$ cat src/rtl/clk_rst_pkg.sv
// Shared types and widths for the clock/reset sequencer.
// Latency: n/a (declarations only).
// Backpressure: n/a.
package clk_rst_pkg;

  // Sequencer states; the encoding is visible on the debug state port.
  typedef enum logic [2:0] {
    WAIT_LOCK = 3'd0,
    QUALIFY   = 3'd1,
    RELEASE   = 3'd2,
    RUN       = 3'd3
  } state_e;

  localparam int CE_W   = 16;  // clock-enable divider width
  localparam int LOSS_W = 8;   // saturating lock-loss counter width

endpackage

$ cat src/rtl/clk_rst_seq_sync2.sv
// Two-flop synchroniser for a single asynchronous level (PLL lock).
// Latency: 2 clk edges from d to q.
// Backpressure: none; free-running every cycle.
// Ports: clk - destination clock; rst_n - async active-low reset (q -> 0);
//        d - asynchronous input; q - synchronised output.
module sync2 (
  input  logic clk,
  input  logic rst_n,
  input  logic d,
  output logic q
);

  logic meta_q, meta_d;
  logic sync_q, sync_d;

  always_comb begin
    meta_d = d;
    sync_d = meta_q;
  end

  always_ff @(posedge clk or negedge rst_n) begin
    if (!rst_n) begin
      meta_q <= 1'b0;
      sync_q <= 1'b0;
    end else begin
      meta_q <= meta_d;
      sync_q <= sync_d;
    end
  end

  assign q = sync_q;

endmodule

$ cat src/rtl/clk_rst_seq.sv
// Qualifies PLL lock, releases domain resets in staggered order, makes CE ticks.
// Latency: lock loss drops all resets 3 edges after pll_locked falls; all outputs registered.
// Backpressure: none; requests are single-cycle pulses, outputs are free-running.
// Ports: clk, resetn (async active-low); pll_locked (raw, async); sw_rst_req and
//        clr_status (1-cycle pulses); rst_n[N_RST] domain resets (bit 0 first);
//        ready (high in RUN); ce[N_CE] strobes; lock_lost/loss_cnt status; state debug.
module clk_rst_seq
  import clk_rst_pkg::*;
#(
  parameter int                     N_RST       = 3,
  parameter int                     LOCK_CYCLES = 1024,
  parameter int                     STAGE_GAP   = 16,
  parameter int                     N_CE        = 2,
  parameter logic [N_CE*CE_W-1:0]   CE_DIV      = {16'd30000, 16'd30}
) (
  input  logic              clk,
  input  logic              resetn,
  input  logic              pll_locked,
  input  logic              sw_rst_req,
  input  logic              clr_status,
  output logic [N_RST-1:0]  rst_n,
  output logic              ready,
  output logic [N_CE-1:0]   ce,
  output logic              lock_lost,
  output logic [LOSS_W-1:0] loss_cnt,
  output logic [2:0]        state
);

  localparam int LC_W  = $clog2(LOCK_CYCLES + 1);
  localparam int GAP_W = $clog2(STAGE_GAP + 1);

  localparam logic [LC_W-1:0]   LOCK_LAST = LC_W'(LOCK_CYCLES);
  localparam logic [LC_W-1:0]   LC_ONE    = LC_W'(1);
  localparam logic [GAP_W-1:0]  GAP_LAST  = GAP_W'(STAGE_GAP);
  localparam logic [GAP_W-1:0]  GAP_ONE   = GAP_W'(1);
  localparam logic [LOSS_W-1:0] LOSS_ONE  = LOSS_W'(1);
  localparam logic [CE_W-1:0]   CE_ONE    = CE_W'(1);

  logic lk;

  sync2 u_lock_sync (
    .clk   (clk),
    .rst_n (resetn),
    .d     (pll_locked),
    .q     (lk)
  );

  state_e              state_q, state_d;
  logic [LC_W-1:0]     lock_cnt_q, lock_cnt_d;
  logic [GAP_W-1:0]    gap_cnt_q, gap_cnt_d;
  logic [N_RST-1:0]    rst_n_q, rst_n_d;
  logic                ready_q, ready_d;
  logic                lock_lost_q, lock_lost_d;
  logic [LOSS_W-1:0]   loss_cnt_q, loss_cnt_d;
  logic                loss_evt;
  logic                enter_rel;

  // Sequencer next-state. The cycle that moves WAIT_LOCK -> QUALIFY already
  // counts as the first qualified cycle, so rst_n[0] rises exactly
  // LOCK_CYCLES edges after the synchronised lock first reads high.
  always_comb begin
    state_d    = state_q;
    lock_cnt_d = lock_cnt_q;
    gap_cnt_d  = gap_cnt_q;
    rst_n_d    = rst_n_q;
    ready_d    = ready_q;
    loss_evt   = 1'b0;
    enter_rel  = 1'b0;

    case (state_q)
      WAIT_LOCK: begin
        lock_cnt_d = '0;
        gap_cnt_d  = '0;
        rst_n_d    = '0;
        ready_d    = 1'b0;
        if (lk) begin
          if (LOCK_LAST == LC_ONE) begin
            enter_rel = 1'b1;
          end else begin
            state_d    = QUALIFY;
            lock_cnt_d = LC_ONE;
          end
        end
      end

      QUALIFY: begin
        rst_n_d = '0;
        ready_d = 1'b0;
        if (!lk) begin
          // A dropout before release is just an unqualified lock, not a loss.
          state_d    = WAIT_LOCK;
          lock_cnt_d = '0;
        end else if (lock_cnt_q + LC_ONE == LOCK_LAST) begin
          enter_rel = 1'b1;
        end else begin
          lock_cnt_d = lock_cnt_q + LC_ONE;
        end
      end

      RELEASE, RUN: begin
        if (!lk || sw_rst_req) begin
          // Lock loss wins over a simultaneous software request.
          loss_evt   = !lk;
          state_d    = WAIT_LOCK;
          rst_n_d    = '0;
          ready_d    = 1'b0;
          gap_cnt_d  = '0;
          lock_cnt_d = '0;
        end else if (state_q == RELEASE) begin
          gap_cnt_d = gap_cnt_q + GAP_ONE;
          if (gap_cnt_q + GAP_ONE == GAP_LAST) begin
            gap_cnt_d  = '0;
            // Released bits walk upward; a released bit never re-asserts.
            rst_n_d[0] = 1'b1;
            for (int k = 1; k < N_RST; k++) begin
              rst_n_d[k] = rst_n_q[k-1];
            end
            if (rst_n_d[N_RST-1]) begin
              state_d = RUN;
              ready_d = 1'b1;
            end
          end
        end
      end

      default: begin
        state_d    = WAIT_LOCK;
        lock_cnt_d = '0;
        gap_cnt_d  = '0;
        rst_n_d    = '0;
        ready_d    = 1'b0;
      end
    endcase

    if (enter_rel) begin
      lock_cnt_d = '0;
      gap_cnt_d  = '0;
      rst_n_d    = '0;
      rst_n_d[0] = 1'b1;
      // A single domain completes release on the entry edge itself.
      if (N_RST == 1) begin
        state_d = RUN;
        ready_d = 1'b1;
      end else begin
        state_d = RELEASE;
      end
    end
  end

  // Sticky status; a clear that coincides with a loss leaves exactly that loss.
  always_comb begin
    lock_lost_d = lock_lost_q | loss_evt;
    loss_cnt_d  = loss_cnt_q;
    if (clr_status) begin
      lock_lost_d = loss_evt;
      loss_cnt_d  = loss_evt ? LOSS_ONE : '0;
    end else if (loss_evt && (loss_cnt_q != '1)) begin
      loss_cnt_d = loss_cnt_q + LOSS_ONE;
    end
  end

  always_ff @(posedge clk or negedge resetn) begin
    if (!resetn) begin
      state_q     <= WAIT_LOCK;
      lock_cnt_q  <= '0;
      gap_cnt_q   <= '0;
      rst_n_q     <= '0;
      ready_q     <= 1'b0;
      lock_lost_q <= 1'b0;
      loss_cnt_q  <= '0;
    end else begin
      state_q     <= state_d;
      lock_cnt_q  <= lock_cnt_d;
      gap_cnt_q   <= gap_cnt_d;
      rst_n_q     <= rst_n_d;
      ready_q     <= ready_d;
      lock_lost_q <= lock_lost_d;
      loss_cnt_q  <= loss_cnt_d;
    end
  end

  // Clock-enable dividers. Counting starts the cycle after ready rises, and the
  // strobe is gated by ready_d so it drops on the same edge as ready.
  for (genvar i = 0; i < N_CE; i++) begin : g_ce
    localparam logic [CE_W-1:0] DIV = CE_DIV[CE_W*i +: CE_W];

    logic [CE_W-1:0] cnt_q, cnt_d, cnt_inc;
    logic            ce_q, ce_d;

    always_comb begin
      cnt_inc = cnt_q + CE_ONE;
      cnt_d   = '0;
      ce_d    = 1'b0;
      if (ready_q && ready_d) begin
        if (cnt_inc == DIV) begin
          ce_d = 1'b1;
        end else begin
          cnt_d = cnt_inc;
        end
      end
    end

    always_ff @(posedge clk or negedge resetn) begin
      if (!resetn) begin
        cnt_q <= '0;
        ce_q  <= 1'b0;
      end else begin
        cnt_q <= cnt_d;
        ce_q  <= ce_d;
      end
    end

    assign ce[i] = ce_q;
  end

  assign rst_n     = rst_n_q;
  assign ready     = ready_q;
  assign lock_lost = lock_lost_q;
  assign loss_cnt  = loss_cnt_q;
  assign state     = state_q;

endmodule
$ cat config.mk
export PLATFORM = sky130hd
export DESIGN_NAME = clk_rst_seq
export DESIGN_NICKNAME = d
export VERILOG_FILES = /design/src/rtl/clk_rst_pkg.sv /design/src/rtl/clk_rst_seq_sync2.sv /design/src/rtl/clk_rst_seq.sv
export SDC_FILE = /design/constraint.sdc
export NUM_CORES = 1
export LEC_CHECK = 0
export ABC_AREA = 1
export BUFFER_PORTS_ARGS = -buffer_cell sky130_fd_sc_hd__buf_4
export CORE_MARGIN = 4
export CORE_UTILIZATION = 36
export DETAILED_ROUTE_END_ITERATION = 6
export PLACE_DENSITY = 0.64
export SYNTH_ARGS = -nofsm -noshare
export SYNTH_HDL_FRONTEND = slang
export SYNTH_HIERARCHICAL = 1
export SYNTH_SLANG_ARGS = --single-unit
$ cat constraint.sdc
create_clock -name clk -period 2.1 [get_ports clk]
set_input_delay 0.63 -clock clk [delete_from_list [all_inputs] [get_ports clk]]
set_output_delay 0.63 -clock clk [all_outputs]
set_load 0.02 [all_outputs]
==> impl_metrics.py <==
metrics = {
    "global_route": {
        "antenna_found_initial": 0,
        "grt_pass1_vias": 3571,
        "grt_max_degree": 35,
        "track_usage": 0.149,
        "grt_pass1_wl_um": 15800,
        "grt-ovfl-total": 0,
    },
    "cells_and_area": {
        "drive_above_1_share": 0.130,
        "layout.nets": 599,
        "diodes": 0,
        "final_cells": 728,
        "synthToLayoutAreaGrowth_pct": 14.9,
        "multi_input_area_um2": 1970,
        "nFillCells": 1112,
        "seq_area_um2": 1680,
        "final_cell_mix": "167 x nand2_1, 90 x nor2_1, 69 x inv_1, 66 x dfrtp_1, 42 x nand3_1",
        "final_common_cell": "nand2_1",
    },
    "clock_network": {
        "clockRootBuffer": "clkbuf_8",
        "postCtsHoldBufs": 0,
        "cts_tree": "done",
        "cts_sinks": 67,
        "clk_pin_slew_worst_paths_ns": 0.09,
        "clock_latency_ns": 0.35,
        "clockBufferDepth": 2,
        "htreeDepth": 3,
        "numCtsBuffers": 9,
    },
    "floorplan": {
        "ioPinCount": 23,
        "die_y_um": 112,
        "rows": 37,
        "die_area_um2": 12600,
        "fp.dieW_um": 112,
        "initial_utilization": 0.375,
        "core-area_um2": 10500,
    },
    "timing": {
        "hold_viol": 0,
        "finalCritPeriodShare": 0.881,
        "slew_violations": 0,
        "finalCriticalPeriod_ns": 1.85,
        "fin_skew_ns": 0.0152,
        "finalSetupViolations": 0,
        "finalWorstSetupSlack_ns": 0.249,
        "fin_setup_tns_ns": 0,
        "max_freq_mhz": 540,
    },
    "setup_path": {
        "cp_slowest_stage_delay_ns": 0.40,
        "crit_buf_inv": 0,
        "worstSetupPathType": "flip-flop to flip-flop",
        "critical_path.top_delay_family": "simple AND/OR/NAND/NOR gates",
        "path_max_fanout": 5,
        "r2r_slack_ns": 0.25,
        "cp-start-kind": "flip-flop",
        "end_kind": "flip-flop",
        "cp_data_arrival_time_ns": 2.07,
        "crit_path_frequent_cell": "nand2_1",
        "path_cells": "ha_1 > nand2_2 > nor2_1 > nand2_1 > nand2_1 > nand2_1 > nor3_1 > nand3_2 > nand2_1 > nor2_1",
        "crit_required_ns": 2.32,
        "slowest_stage": "dfrtp_1",
    },
    "logic_synthesis": {
        "yosys_warnings": 6,
        "synth_area_um2": 3920,
        "synth_cell_type_count": 38,
        "synth.avg_cell_area_um2": 7.06,
        "ys_seq_area_frac": 0.428,
        "synth_cells": 555,
        "synth-seq-cells": 67,
        "synth_nets": 567,
    },
    "drt": {
        "wl_per_cell_um": 11.8,
        "drt_iter0_drc": 203,
        "via_count": 3580,
        "postRouteAntennaNets": 0,
        "routed_wl_um": 8630,
        "first_pass_iters": 4,
        "drc": 0,
        "drt-vias-per-instance": 4.92,
    },
    "placed_design": {
        "hpwl_um": 6270,
        "io_buffers": 21,
        "place_inst": 711,
        "gp_congestion": 0.887,
        "post-place-ws_ns": 0.131,
    },
    "pwr": {
        "fin_total_pwr_uw": 2670,
        "leakagePower_uw": 0.00203,
        "powerDensity_nw_per_um2": 592,
        "ir_drop_mv": 0.457,
    },
    "run": {
        "drv_cap": 0,
    },
    "outcome": {
        "outcome": "finished clean",
    },
    "min_path": {
        "hp-class": "input pin to async pin",
    },
}
flip-flops by register name, summed over array words and instances (netlist names):
name                count
lock_lost               1
loss_cnt                8
rst_n                   3
state                   2
g_ce.cnt_q             32
g_ce.ce_q               2
u_lock_sync/meta_q      1
lock_cnt_q             11
u_lock_sync/q           1
ready                   1
gap_cnt_q               5
path summary, 6_finish.rpt:
kind | end | startpoint | depth (start not counted)
max in group asynchronous | g_ce[1].cnt_q[2] | resetn | 2
setup / recovery | g_ce[0].cnt_q[1] | g_ce[0].cnt_q[0] | 10
min in group clk | u_lock_sync/q | u_lock_sync/meta_q | 0
hold reg to reg | u_lock_sync/q | u_lock_sync/meta_q | 0
hold / removal | lock_cnt_q[7] | resetn | 1
setup reg to reg | g_ce[0].cnt_q[1] | g_ce[0].cnt_q[0] | 10
per-stage QoR:
stage / hold slack, ns / util / cell area (um2)
6_report: 0.239 / 0.430 / 4500
3_3_place_gp: 0.333 / 0.407 / 4260
2_1_floorplan: 0.331 / - / 3920
3_5_place_dp: 0.335 / 0.407 / 4260
4_1_cts: 0.238 / 0.426 / 4460
5_1_grt: 0.256 / 0.430 / 4500
Yosys cell counts:
master | n | share of area
nand2_1 | 168 | 0.16
nor2_1 | 95 | 0.091
inv_1 | 70 | 0.067
dfrtp_1 | 67 | 0.43
nand3_1 | 43 | 0.055
nand4_1 | 15 | 0.024
o21ai_0 | 11 | 0.014
nor2_2 | 10 | 0.016
ha_1 | 7 | 0.022
nor3_1 | 7 | 0.0089
a21oi_1 | 6 | 0.0077
o21bai_1 | 5 | 0.0096
o32ai_1 | 5 | 0.011
xor2_1 | 5 | 0.011
nand2_2 | 4 | 0.0064
o21ai_1 | 4 | 0.0051
buf_2 | 3 | 0.0038
buf_4 | 3 | 0.0057
and2_1 | 2 | 0.0032
inv_2 | 2 | 0.0019
nand3_2 | 2 | 0.0051
nor2_4 | 2 | 0.0057
nor3b_1 | 2 | 0.0038
o21a_1 | 2 | 0.0038
o31ai_1 | 2 | 0.0038
a211oi_1 | 1 | 0.0019
a21o_1 | 1 | 0.0019
a31oi_1 | 1 | 0.0016
and3_1 | 1 | 0.0016
clkbuf_1 | 1 | 0.00096
conb_1 | 1 | 0.00096
nand2_4 | 1 | 0.0029
nand3_4 | 1 | 0.0045
nand3b_1 | 1 | 0.0019
o211ai_1 | 1 | 0.0019
o22ai_1 | 1 | 0.0016
or2_2 | 1 | 0.0016
or3_1 | 1 | 0.0016
cell families after synthesis:
family          synth area share
simple gates               0.394
buf+inv                   0.0795
flops                      0.428
compound gates            0.0642
fa+ha+maj                 0.0223
xor+xnor                  0.0112
other cells             0.000957
layout make-up:
cell class / count / share of cell area
multi-input cells: 409 / 0.437
flip-flops and latches: 67 / 0.373
inverters: 72 / 0.0600
repair buffers: 28 / 0.0495
well taps: 136 / 0.0378
clock buffers: 10 / 0.0283
clock inverters: 6 / 0.0147
layer usage:
metal  wire length (um)  track usage
met1               4160        0.200
met2               4020        0.236
met3                334       0.0383
met4                111       0.0457
met5                  0            0
where the power goes:
part / switching, uW / internal, uW
clock: 520 / 551
sequential: 37.9 / 1310
combinational: 168 / 80.4
total: 726 / 1940
repair_timing:
item | CTS | global route
endpoints found under the hold margin | 0 | 0
resized for setup | 0 | 13
endpoints found under the setup margin | 0 | 16
buffers inserted | 0 | 1
Power figures use the tool's default switching activity.
